<file path="src/rtl/clock_pkg.sv">
// Shared definitions for the clock-time UART transmitter: bit FSM states,
// ASCII constants, the default baud divider and the digit-to-ASCII mapping.
package clock_pkg;

  typedef enum logic [1:0] {
    ST_IDLE,
    ST_START,
    ST_DATA,
    ST_STOP
  } tx_state_e;

  localparam int DEFAULT_BAUD_DIV = 434;

  localparam logic [7:0] ASCII_COLON = 8'h3A;
  localparam logic [7:0] ASCII_CR    = 8'h0D;
  localparam logic [7:0] ASCII_LF    = 8'h0A;
  localparam logic [7:0] ASCII_QMARK = 8'h3F;
  localparam logic [7:0] ASCII_ZERO  = 8'h30;

  // Non-decimal nibbles print as '?' so a corrupt digit is visible on the terminal.
  function automatic logic [7:0] bcd_to_ascii(input logic [3:0] d);
    if (d <= 4'd9) return ASCII_ZERO + {4'h0, d};
    return ASCII_QMARK;
  endfunction

endpackage

</file>
<file path="src/rtl/uart_tx_byte.sv">
// 8N1 byte serialiser. Handshake: a byte transfers on a cycle where
// i_byte_valid and o_byte_ready are both high; ready never depends on valid.
module uart_tx_byte
  import clock_pkg::*;
#(
  parameter int BAUD_DIV = DEFAULT_BAUD_DIV
) (
  input  logic       i_clk,
  input  logic       i_rst_n,
  input  logic       i_byte_valid,
  input  logic [7:0] i_byte_data,
  output logic       o_byte_ready,
  output logic       o_tx,
  output tx_state_e  o_state
);

  localparam int CW = $clog2(BAUD_DIV);
  localparam logic [CW-1:0] CNT_LAST = CW'(BAUD_DIV - 1);

  tx_state_e      r_state, w_state_d;
  logic [CW-1:0]  r_cnt, w_cnt_d;
  logic [2:0]     r_bit, w_bit_d;
  logic [7:0]     r_shift, w_shift_d;
  logic           r_tx, w_tx_d;
  logic           w_bit_end;

  assign w_bit_end = (r_cnt == CNT_LAST);
  assign o_tx      = r_tx;
  assign o_state   = r_state;

  always_comb begin
    w_state_d    = r_state;
    w_cnt_d      = r_cnt;
    w_bit_d      = r_bit;
    w_shift_d    = r_shift;
    w_tx_d       = r_tx;
    o_byte_ready = 1'b0;
    if (r_state != ST_IDLE) w_cnt_d = w_bit_end ? '0 : r_cnt + 1'b1;
    unique case (r_state)
      ST_IDLE: begin
        o_byte_ready = 1'b1;
        w_tx_d       = 1'b1;
        if (i_byte_valid) begin
          w_shift_d = i_byte_data;
          w_state_d = ST_START;
          w_tx_d    = 1'b0;
          w_cnt_d   = '0;
        end
      end
      ST_START: if (w_bit_end) begin
        w_state_d = ST_DATA;
        w_tx_d    = r_shift[0];
        w_bit_d   = 3'd0;
      end
      ST_DATA: if (w_bit_end) begin
        if (r_bit == 3'd7) begin
          w_state_d = ST_STOP;
          w_tx_d    = 1'b1;
        end else begin
          // shift[0] always holds the bit on the line; shift[1] is the next one.
          w_shift_d = r_shift >> 1;
          w_tx_d    = r_shift[1];
          w_bit_d   = r_bit + 3'd1;
        end
      end
      ST_STOP: if (w_bit_end) begin
        o_byte_ready = 1'b1;
        if (i_byte_valid) begin
          w_shift_d = i_byte_data;
          w_state_d = ST_START;
          w_tx_d    = 1'b0;
        end else begin
          w_state_d = ST_IDLE;
          w_tx_d    = 1'b1;
        end
      end
      default: w_state_d = ST_IDLE;
    endcase
  end

  always_ff @(posedge i_clk or negedge i_rst_n) begin
    if (!i_rst_n) begin
      r_state <= ST_IDLE;
      r_cnt   <= '0;
      r_bit   <= 3'd0;
      r_shift <= 8'h00;
      r_tx    <= 1'b1;
    end else begin
      r_state <= w_state_d;
      r_cnt   <= w_cnt_d;
      r_bit   <= w_bit_d;
      r_shift <= w_shift_d;
      r_tx    <= w_tx_d;
    end
  end

endmodule

</file>
<file path="src/rtl/clock_time_uart_tx.sv">
// Sends "HH:MM:SS\r\n" over UART on request: snapshots the digits, sequences
// the ten bytes and feeds them to the byte serialiser without gaps.
module clock_time_uart_tx
  import clock_pkg::*;
#(
  parameter int BAUD_DIV = DEFAULT_BAUD_DIV
) (
  input  logic       clk,
  input  logic       rst_n,
  input  logic       send,
  input  logic [3:0] bcd_H1,
  input  logic [3:0] bcd_H2,
  input  logic [3:0] bcd_M1,
  input  logic [3:0] bcd_M2,
  input  logic [3:0] bcd_S1,
  input  logic [3:0] bcd_S2,
  output logic       tx,
  output logic       busy,
  output logic       done
);

  logic [3:0] r_h1, r_h2, r_m1, r_m2, r_s1, r_s2;
  logic [3:0] r_idx;
  logic       r_busy, r_done;

  logic       w_accept, w_step, w_more, w_byte_valid, w_byte_ready;
  logic [3:0] w_next_idx;
  logic [7:0] w_seq_data, w_byte_data;
  tx_state_e  w_state;

  assign w_accept     = send & ~r_busy;
  assign w_step       = r_busy & w_byte_ready & (w_state == ST_STOP);
  assign w_more       = (r_idx != 4'd9);
  assign w_next_idx   = r_idx + 4'd1;
  assign w_byte_valid = w_accept | (w_step & w_more);
  // Byte 0 comes from the live inputs so its start bit goes out right after accept.
  assign w_byte_data  = w_accept ? bcd_to_ascii(bcd_H1) : w_seq_data;

  always_comb begin
    w_seq_data = ASCII_LF;
    case (w_next_idx)
      4'd0:    w_seq_data = bcd_to_ascii(r_h1);
      4'd1:    w_seq_data = bcd_to_ascii(r_h2);
      4'd2:    w_seq_data = ASCII_COLON;
      4'd3:    w_seq_data = bcd_to_ascii(r_m1);
      4'd4:    w_seq_data = bcd_to_ascii(r_m2);
      4'd5:    w_seq_data = ASCII_COLON;
      4'd6:    w_seq_data = bcd_to_ascii(r_s1);
      4'd7:    w_seq_data = bcd_to_ascii(r_s2);
      4'd8:    w_seq_data = ASCII_CR;
      default: w_seq_data = ASCII_LF;
    endcase
  end

  always_ff @(posedge clk or negedge rst_n) begin
    if (!rst_n) begin
      r_h1   <= 4'd0;
      r_h2   <= 4'd0;
      r_m1   <= 4'd0;
      r_m2   <= 4'd0;
      r_s1   <= 4'd0;
      r_s2   <= 4'd0;
      r_idx  <= 4'd0;
      r_busy <= 1'b0;
      r_done <= 1'b0;
    end else begin
      r_done <= 1'b0;
      if (w_accept) begin
        r_h1   <= bcd_H1;
        r_h2   <= bcd_H2;
        r_m1   <= bcd_M1;
        r_m2   <= bcd_M2;
        r_s1   <= bcd_S1;
        r_s2   <= bcd_S2;
        r_idx  <= 4'd0;
        r_busy <= 1'b1;
      end else if (w_step) begin
        if (w_more) begin
          r_idx <= w_next_idx;
        end else begin
          r_busy <= 1'b0;
          r_done <= 1'b1;
        end
      end
    end
  end

  uart_tx_byte #(
    .BAUD_DIV(BAUD_DIV)
  ) u_byte (
    .i_clk        (clk),
    .i_rst_n      (rst_n),
    .i_byte_valid (w_byte_valid),
    .i_byte_data  (w_byte_data),
    .o_byte_ready (w_byte_ready),
    .o_tx         (tx),
    .o_state      (w_state)
  );

  assign busy = r_busy;
  assign done = r_done;

endmodule

</file>
<file path="config.mk">
export PLATFORM = sky130hd
export DESIGN_NAME = clock_time_uart_tx
export DESIGN_NICKNAME = d
export VERILOG_FILES = /design/src/rtl/clock_pkg.sv /design/src/rtl/uart_tx_byte.sv /design/src/rtl/clock_time_uart_tx.sv
export SDC_FILE = /design/constraint.sdc
export NUM_CORES = 1
export LEC_CHECK = 0
export BUFFER_PORTS_ARGS = -buffer_cell sky130_fd_sc_hd__buf_2
export CORE_ASPECT_RATIO = 0.75
export CORE_MARGIN = 10
export CORE_UTILIZATION = 25
export DETAILED_ROUTE_END_ITERATION = 8
export GPL_TIMING_DRIVEN = 1
export SETUP_SLACK_MARGIN = 0.5
export SYNTH_ARGS = -nofsm -noshare
export SYNTH_HDL_FRONTEND = slang
export SYNTH_HIERARCHICAL = 1
export SYNTH_SLANG_ARGS = --single-unit
</file>
<file path="constraint.sdc">
create_clock -name clk -period 8.4 [get_ports clk]
set_clock_uncertainty 0.1 [all_clocks]
set_input_delay 1.26 -clock clk [delete_from_list [all_inputs] [get_ports clk]]
set_output_delay 1.26 -clock clk [all_outputs]
set_load 0.02 [all_outputs]
</file>
-- Yosys cells after proc, flatten, opt, wreduce, memory -nomap -nowiden
Index checks and enable logic that the tools add are counted.
- input bits: 27
- output and inout bits: 3
- bits in registers: 53
- magnitude comparators: 7
- equal/unequal tests: 21
- multiplexer cells: 66
- reduce and logical (&&, ||, !) cells: 14
- add/subtract/negate cells: 10
- bitwise gates (word level): 6
- operator list (operator ; number):
    8-bit 2-to-1 mux ; 19
    8-bit one-hot mux with 8 select lines ; 1
    6-bit by 4-bit adder with 7-bit output (first input constant) ; 7
    9-bit 2-to-1 mux ; 4
    4-bit <= comparator (second input constant) ; 7
    1-bit 2-to-1 mux ; 26
    8-bit one-hot mux with 3 select lines ; 1
    4-bit by 3-bit equality test with 1-bit output (second input constant) ; 4
    4-bit 2-to-1 mux ; 3
    2-bit 2-to-1 mux ; 5
    2-bit by 1-bit != test with 1-bit output (second input constant) ; 5
    9-bit by 1-bit adder with 9-bit output (second input constant) ; 1
    9-bit equality test (second input constant) ; 1
    3-bit 2-to-1 mux ; 3
    4-bit by 2-bit equality test with 1-bit output (second input constant) ; 2
    2-bit one-hot mux with 4 select lines ; 1
    4-bit AND reduction ; 2
    2-bit nonzero test ; 4
    3-bit one-hot mux with 2 select lines ; 1
    5-bit AND reduction ; 1
    4-bit by 1-bit adder with 4-bit output (second input constant) ; 1
    1-bit AND ; 4
    2-bit equality test (second input constant) ; 2
    4-bit by 1-bit equality test with 1-bit output (second input constant) ; 1
    other kinds (16) ; 18

-- Logic depth before layout (Yosys ltp)
- depth in word-level cells: 10
- depth in mapped cells: 14

-- Cells and area by module
The synthesis kept the hierarchy.
- modules (own cells, without submodules) (module ; cells an instance ; times used ; sequential area each (um2) ; area each (um2)):
    clock_time_uart_tx ; 227 ; 1 ; 750.7 ; 1791.7
    uart_tx_byte ; 130 ; 1 ; 576.8 ; 1331.3

-- Worst setup path before layout
No wires, ideal clock.
- path kind: register to register
- start: reg u_byte.r_cnt[1]
- end: reg u_byte.r_shift[0]
- arrival time: 2562 ps
- path buffers: 1
- data required time: 8175 ps
- stages on the path, launching flop included: 15
- path slack: 5613 ps
- library setup time: 125 ps
- period minus slack after synthesis: 2787 ps
- path through: dfrtp_1 inv_1 ha_1 and4b_2 and2_0 buf_6 a21oi_1 nor2_1 nand4_1 nand2b_1 nand2_1 nor2_1 a211oi_1 o21ai_4 mux2_2
- word-level cells in the longest chain between the ends: 10
- elaborated cells on any way between the ends: 13
- those cells by class: eq/ne (3); mux (5); bitwise (4); reduce/logical (1)
- ends and longest elaborated chain (item ; RTL line ; RTL):
    from (decl) ; uart_tx_byte.sv:21 ; logic [CW-1:0] r_cnt, w_cnt_d;
    from (signal assigned) ; uart_tx_byte.sv:90 ; r_cnt <= w_cnt_d;
    9-bit equality test (*) ; uart_tx_byte.sv:27 ; assign w_bit_end = (r_cnt == CNT_LAST);
    1-bit 2-to-1 mux (*) ; uart_tx_byte.sv:66 ; ST_STOP: if (w_bit_end) begin
    1-bit one-hot mux with 2 select lines (*) ; uart_tx_byte.sv:39 ; unique case (r_state)
    net w_byte_ready ; clock_time_uart_tx.sv:26 ; logic w_accept, w_step, w_more, w_byte_valid, w_byte_ready;
    1-bit AND (*) (2 in a row) ; clock_time_uart_tx.sv:32 ; assign w_step = r_busy & w_byte_ready & (w_state == ST_STOP);
    1-bit AND (*) ; clock_time_uart_tx.sv:35 ; assign w_byte_valid = w_accept | (w_step & w_more);
    1-bit OR (*) ; clock_time_uart_tx.sv:35 ;
    net w_byte_valid ; clock_time_uart_tx.sv:26 ;
    8-bit 2-to-1 mux (*) ; n/a ;
    8-bit 2-to-1 mux ; n/a ;
    8-bit one-hot mux with 3 select lines (*) ; n/a ;
    to (signal assigned) ; uart_tx_byte.sv:92 ; r_shift <= w_shift_d;
    to (decl) ; uart_tx_byte.sv:23 ; logic [7:0] r_shift, w_shift_d;
Mark *: on every way through the listed nets, which the timed path passes. The rest lies on a longest branch. The select of a mux whose other input is x is not followed.
A chain may end at the register's enable or synchronous reset.

-- Worst setup path in the final report
- start: reg u_byte.r_cnt[1]
- end: reg u_byte.r_state[0], in the netlist u_byte/o_state[0]
- word-level cells in the longest chain between the ends: 10
- elaborated cells on any way between the ends: 15
- those cells by class: eq/ne (5); mux (5); bitwise (4); reduce/logical (1)
- ends and longest elaborated chain (item ; RTL line ; RTL):
    9-bit equality test (*) ; uart_tx_byte.sv:27 ;
    1-bit 2-to-1 mux (*) ; uart_tx_byte.sv:66 ;
    1-bit one-hot mux with 2 select lines (*) ; uart_tx_byte.sv:39 ;
    net w_byte_ready ; clock_time_uart_tx.sv:26 ;
    1-bit AND (*) (2 in a row) ; clock_time_uart_tx.sv:32 ;
    1-bit AND (*) ; clock_time_uart_tx.sv:35 ;
    1-bit OR (*) ; clock_time_uart_tx.sv:35 ;
    net w_byte_valid ; clock_time_uart_tx.sv:26 ;
    1-bit 2-to-1 mux ; uart_tx_byte.sv:68 ; if (i_byte_valid) begin
    2-bit 2-to-1 mux ; uart_tx_byte.sv:66 ;
    2-bit one-hot mux with 4 select lines ; uart_tx_byte.sv:39 ;
    to (signal assigned) ; uart_tx_byte.sv:89 ; r_state <= w_state_d;
    to (decl) ; uart_tx_byte.sv:20 ; tx_state_e r_state, w_state_d;
Marked as above.

==> results.md <==
- Dominant register cell in the synthesized netlist: sky130_fd_sc_hd__dfrtp_1
- Largest net degree at the start of global routing: 54
- Row count: 35
- Clock H-tree levels: 2
- Classification of the worst-slack hold path: flip-flop to flip-flop
- Average vias per placed instance: about 4.6
- Largest delay contributor family on the critical path: simple AND/OR/NAND/NOR gates
- Total clock sinks: 53
- Initial Utilization: around 25%
- Source-to-sink clock delay at the later pin of the worst-skew pair: ~0.29 ns
- Max-slew violation total from the final report: 0
- Number of buffers between clock root and the deepest sink: 2
- Summed negative setup slack over all endpoints: 0 ns
- Initial antenna violation count: 1
- Total of fill cells in the finished design: 1,314
- Count of port buffers added during placement: 29
- Max-slew headroom: about a quarter
- Vias in the first global route: around 2,600
- Number of clock buffers inserted by TritonCTS: 5
- Buffers plus inverters on the worst setup path: 1
- Number of synthesis warnings: 6
- Proportion of synthesized chip area in sequential cells: 42.51%
- Actual transition at the worst max-transition pin: about 1.1 ns
- Layout area overhead: 14.70%
- TritonCTS clock tree: built
- I/O Pins: 30
- Global-route usage over all layers: around 9%
- RSZ-0062 raised after global routing: false
- Critical Path Start Type: flip-flop
- Most frequent CP cell: sky130_fd_sc_hd__nand2b_1
- Net total in the final layout: between 400 and 500
- Detailed placement HPWL: between 5 and 6 mm
- Achievable Freq: between 200 and 300 MHz
- Post-Synthesis Cells: roughly 360
- Count of TritonRoute iterations in the first routing pass: 4
- Post-Place Cell Area: about 3400 µm²
- Max rail drop VDD: 0.1267 mV
- Drt drc: 0
- Clock Tree Root: sky130_fd_sc_hd__clkbuf_16
- Final Hold Viols: 0
- Cell-by-cell trace of the critical path: inv_1 > ha_1 > and4b_2 > and2_0 > a21oi_1 > nor2_1 > nand4_1 > nand2b_1 > nand2_1 > nand2b_1 > o21ai_0 > o32a_1 > o22a_1
- Setup bufs post-CTS: 0
- Hold_buf cts: 0
- Category of the worst setup path capture point: flip-flop
- Placer Congestion: 0.8512
- Floorplan die height: between 100 and 150 µm
- Number of different library cells in the post-synthesis netlist: 51
- Final worst path period need: roughly 3.4 ns
- Number of flops mapped to enable cells by yosys: 0
- Post-cts repair resize count: 0
- Overall overflow remaining after global route: 0
- 1st-iter DRT viols: approximately 190
- Post-synth design cell area: around 3100 µm²
- Synthesized flop and latch total: 53
- Fraction of final layout cells with drive strength greater than 1: between 10% and 20%
- Final antenna-violating net count: 0
- Required time at the endpoint of the critical path: about 8.5 ns
- CORE AREA: 12,260 µm²
- Wire length of the first global-routing pass: 12.62 mm
- Power Dens Cells: around 360 nW/µm²
- Post-route fraction of the period consumed by the critical path: 40.80%
- Crit-path max cell delay: between 0.4 and 0.5 ns
- Detail-routed net length per standard cell: between 10 and 15 µm
- Number of max-capacitance violations reported: 0
- Total non-filler cell area in the finished layout: roughly 3600 µm²
- Final design utilization: between 20% and 30%
- Post-Syn Area per Cell: roughly 9 µm²
- Maximum net fanout on the critical path: 6
- Crit Path Class: flip-flop to flip-flop
- Outcome: finished, final reports clean
- Post-CTS clock slew at the launch and capture registers of the worst setup and hold paths: 0.07 ns
- Die footprint: between 15,000 and 20,000 µm²
- Max stage delay cell, worst path: sky130_fd_sc_hd__dfrtp_1
- Data arrival, critical path: 3.51 ns
- Via count: 2,518
- Setup violation total in the final timing report: 0
- Total wire length: approximately 7.2 mm
- P_leak: ~1.6 nW
- Horizontal extent of the die: 149.1 µm
- Fraction of registers with async set/reset: 100.0%
[cell usage after synthesis (2+ instances only)]
master                      count  area share, %
sky130_fd_sc_hd__a21o_1         7            1.7
sky130_fd_sc_hd__clkbuf_1       6           0.72
sky130_fd_sc_hd__nor3_1         8            1.3
sky130_fd_sc_hd__buf_1          2           0.24
sky130_fd_sc_hd__nand2b_1       8            1.6
sky130_fd_sc_hd__o21a_1         6            1.4
sky130_fd_sc_hd__or3_1          2           0.40
sky130_fd_sc_hd__buf_2          4           0.64
sky130_fd_sc_hd__mux2i_1        2           0.64
sky130_fd_sc_hd__nor2_1        21            2.5
sky130_fd_sc_hd__dfrtp_1       52             42
sky130_fd_sc_hd__mux2_2        17            6.1
sky130_fd_sc_hd__a21oi_1       20            3.2
sky130_fd_sc_hd__o21ai_0       22            3.5
sky130_fd_sc_hd__a22oi_1        6            1.4
sky130_fd_sc_hd__nand4_1        3           0.60
sky130_fd_sc_hd__ha_1          12            4.8
sky130_fd_sc_hd__a211oi_1       2           0.48
sky130_fd_sc_hd__a31oi_1        6            1.2
sky130_fd_sc_hd__nand3_1        8            1.3
sky130_fd_sc_hd__o22ai_1        6            1.2
sky130_fd_sc_hd__a22o_1         2           0.56
sky130_fd_sc_hd__nand2_1       88             11
sky130_fd_sc_hd__inv_1         10            1.2
sky130_fd_sc_hd__o2bb2ai_1      2           0.56
sky130_fd_sc_hd__nor2b_1       10            2.0
[sequential cells by signal, indices dropped and copies added (netlist names)]
signal / cells
r_s2: 4
r_m2: 4
r_h1: 4
r_s1: 4
u_byte/r_bit: 3
done: 1
u_byte/r_shift: 8
u_byte/r_cnt: 9
r_m1: 4
u_byte/o_tx: 1
busy: 1
u_byte/o_state: 2
r_h2: 4
r_idx: 4
[layout make-up]
type / instances / area (µm²) / area share, %
Antenna cell: 1 / 2.502 / 0.06986
Clock buffer: 6 / 128.9 / 3.598
Clock inverter: 2 / 35.03 / 0.9780
Inverter: 10 / 37.54 / 1.048
Multi-Input combinational cell: 280 / 1690 / 47.19
Sequential cell: 53 / 1328 / 37.06
Tap cell: 166 / 207.7 / 5.798
Timing Repair Buffer: 30 / 152.6 / 4.261
[path summary, 6_finish.rpt]
check                                          start                       endpoint  slack (ns)  cells past startpoint
min in group asynchronous                      rst_n      u_byte/r_cnt[7]$_DFF_PN0_        0.97                      2
max in group asynchronous                      rst_n           r_idx[0]$_DFFE_PN0P_        6.76                      2
max                        u_byte/r_cnt[1]$_DFF_PN0_  u_byte/o_state[0]$_DFFE_PN0P_        4.97                     13
min                              r_h2[0]$_DFFE_PN0P_            r_h2[0]$_DFFE_PN0P_        0.37                      2
min reg2reg                      r_h2[0]$_DFFE_PN0P_            r_h2[0]$_DFFE_PN0P_        0.37                      2
max reg2reg                u_byte/r_cnt[1]$_DFF_PN0_  u_byte/o_state[0]$_DFFE_PN0P_        4.97                     13
[cell families after synthesis]
| kind of cell | after synthesis | share of synthesized area (%) |
|---|---|---|
| buffers and inverters | 25 | 3.566 |
| muxes | 19 | 6.771 |
| AOI/OAI and AO/OA | 88 | 18.67 |
| xor gates and xnor gates | 3 | 1.082 |
| adders and majority gates | 12 | 4.808 |
| DFF | 53 | 42.51 |
| other | 1 | 0.1201 |
| and+or+nand+nor | 156 | 22.48 |
[metal layers]
metal | GRT usage [%] | up-vias | wire, µm
met5 | 0 | - | 0
met4 | 2.674 | 0 | 97
met3 | 2.536 | 8 | 391
met2 | 12.81 | 45 | 2962
met1 | 12.14 | 1180 | 3758
li1 | - | 1285 | -
[power breakdown]
group,total [mW],switching (mW),internal (mW)
clock,0.233,0.0924,0.140
sequential,0.473,0.115,0.358
combinational,0.567,0.307,0.261
total,1.27,0.514,0.759
[tightest hold or removal path: stages (launching register included)]
cell and delay (ns):
sky130_fd_sc_hd__dfrtp_1 0.34, sky130_fd_sc_hd__nand2_1 0.05, sky130_fd_sc_hd__nand2_1 0.05
[metrics by stage]
stage | hold WS, ns | cells | power [mW] | setup slack, ns
2_1_floorplan | 0.3369 | 358 | 0.9068 | 5.613
3_3_place_gp | 0.3599 | 539 | 1.021 | 4.921
3_5_place_dp | 0.3579 | 539 | 1.039 | 4.834
4_1_cts | 0.3766 | 547 | 1.278 | 5.026
5_1_grt | 0.3838 | 547 | 1.389 | 4.684
6_report | 0.3690 | 548 | 1.273 | 4.973
[layout by cell type (no fill, tap or decap), types with 2 or more instances in the layout]
cell type	count
sky130_fd_sc_hd__a211oi_1	2
sky130_fd_sc_hd__a21o_1	7
sky130_fd_sc_hd__a21oi_1	20
sky130_fd_sc_hd__a22o_1	2
sky130_fd_sc_hd__a22oi_1	6
sky130_fd_sc_hd__a31oi_1	6
sky130_fd_sc_hd__buf_2	29
sky130_fd_sc_hd__clkbuf_16	5
sky130_fd_sc_hd__conb_1	2
sky130_fd_sc_hd__dfrtp_1	52
sky130_fd_sc_hd__ha_1	12
sky130_fd_sc_hd__inv_1	10
sky130_fd_sc_hd__mux2_2	17
sky130_fd_sc_hd__mux2i_1	2
sky130_fd_sc_hd__nand2_1	88
sky130_fd_sc_hd__nand2b_1	8
sky130_fd_sc_hd__nand3_1	8
sky130_fd_sc_hd__nand4_1	3
sky130_fd_sc_hd__nor2_1	21
sky130_fd_sc_hd__nor2b_1	9
sky130_fd_sc_hd__nor3_1	8
sky130_fd_sc_hd__o21a_1	6
sky130_fd_sc_hd__o21ai_0	22
sky130_fd_sc_hd__o22ai_1	6
sky130_fd_sc_hd__o2bb2ai_1	2
sky130_fd_sc_hd__or3_1	2
(Power assumes the default switching activity.)
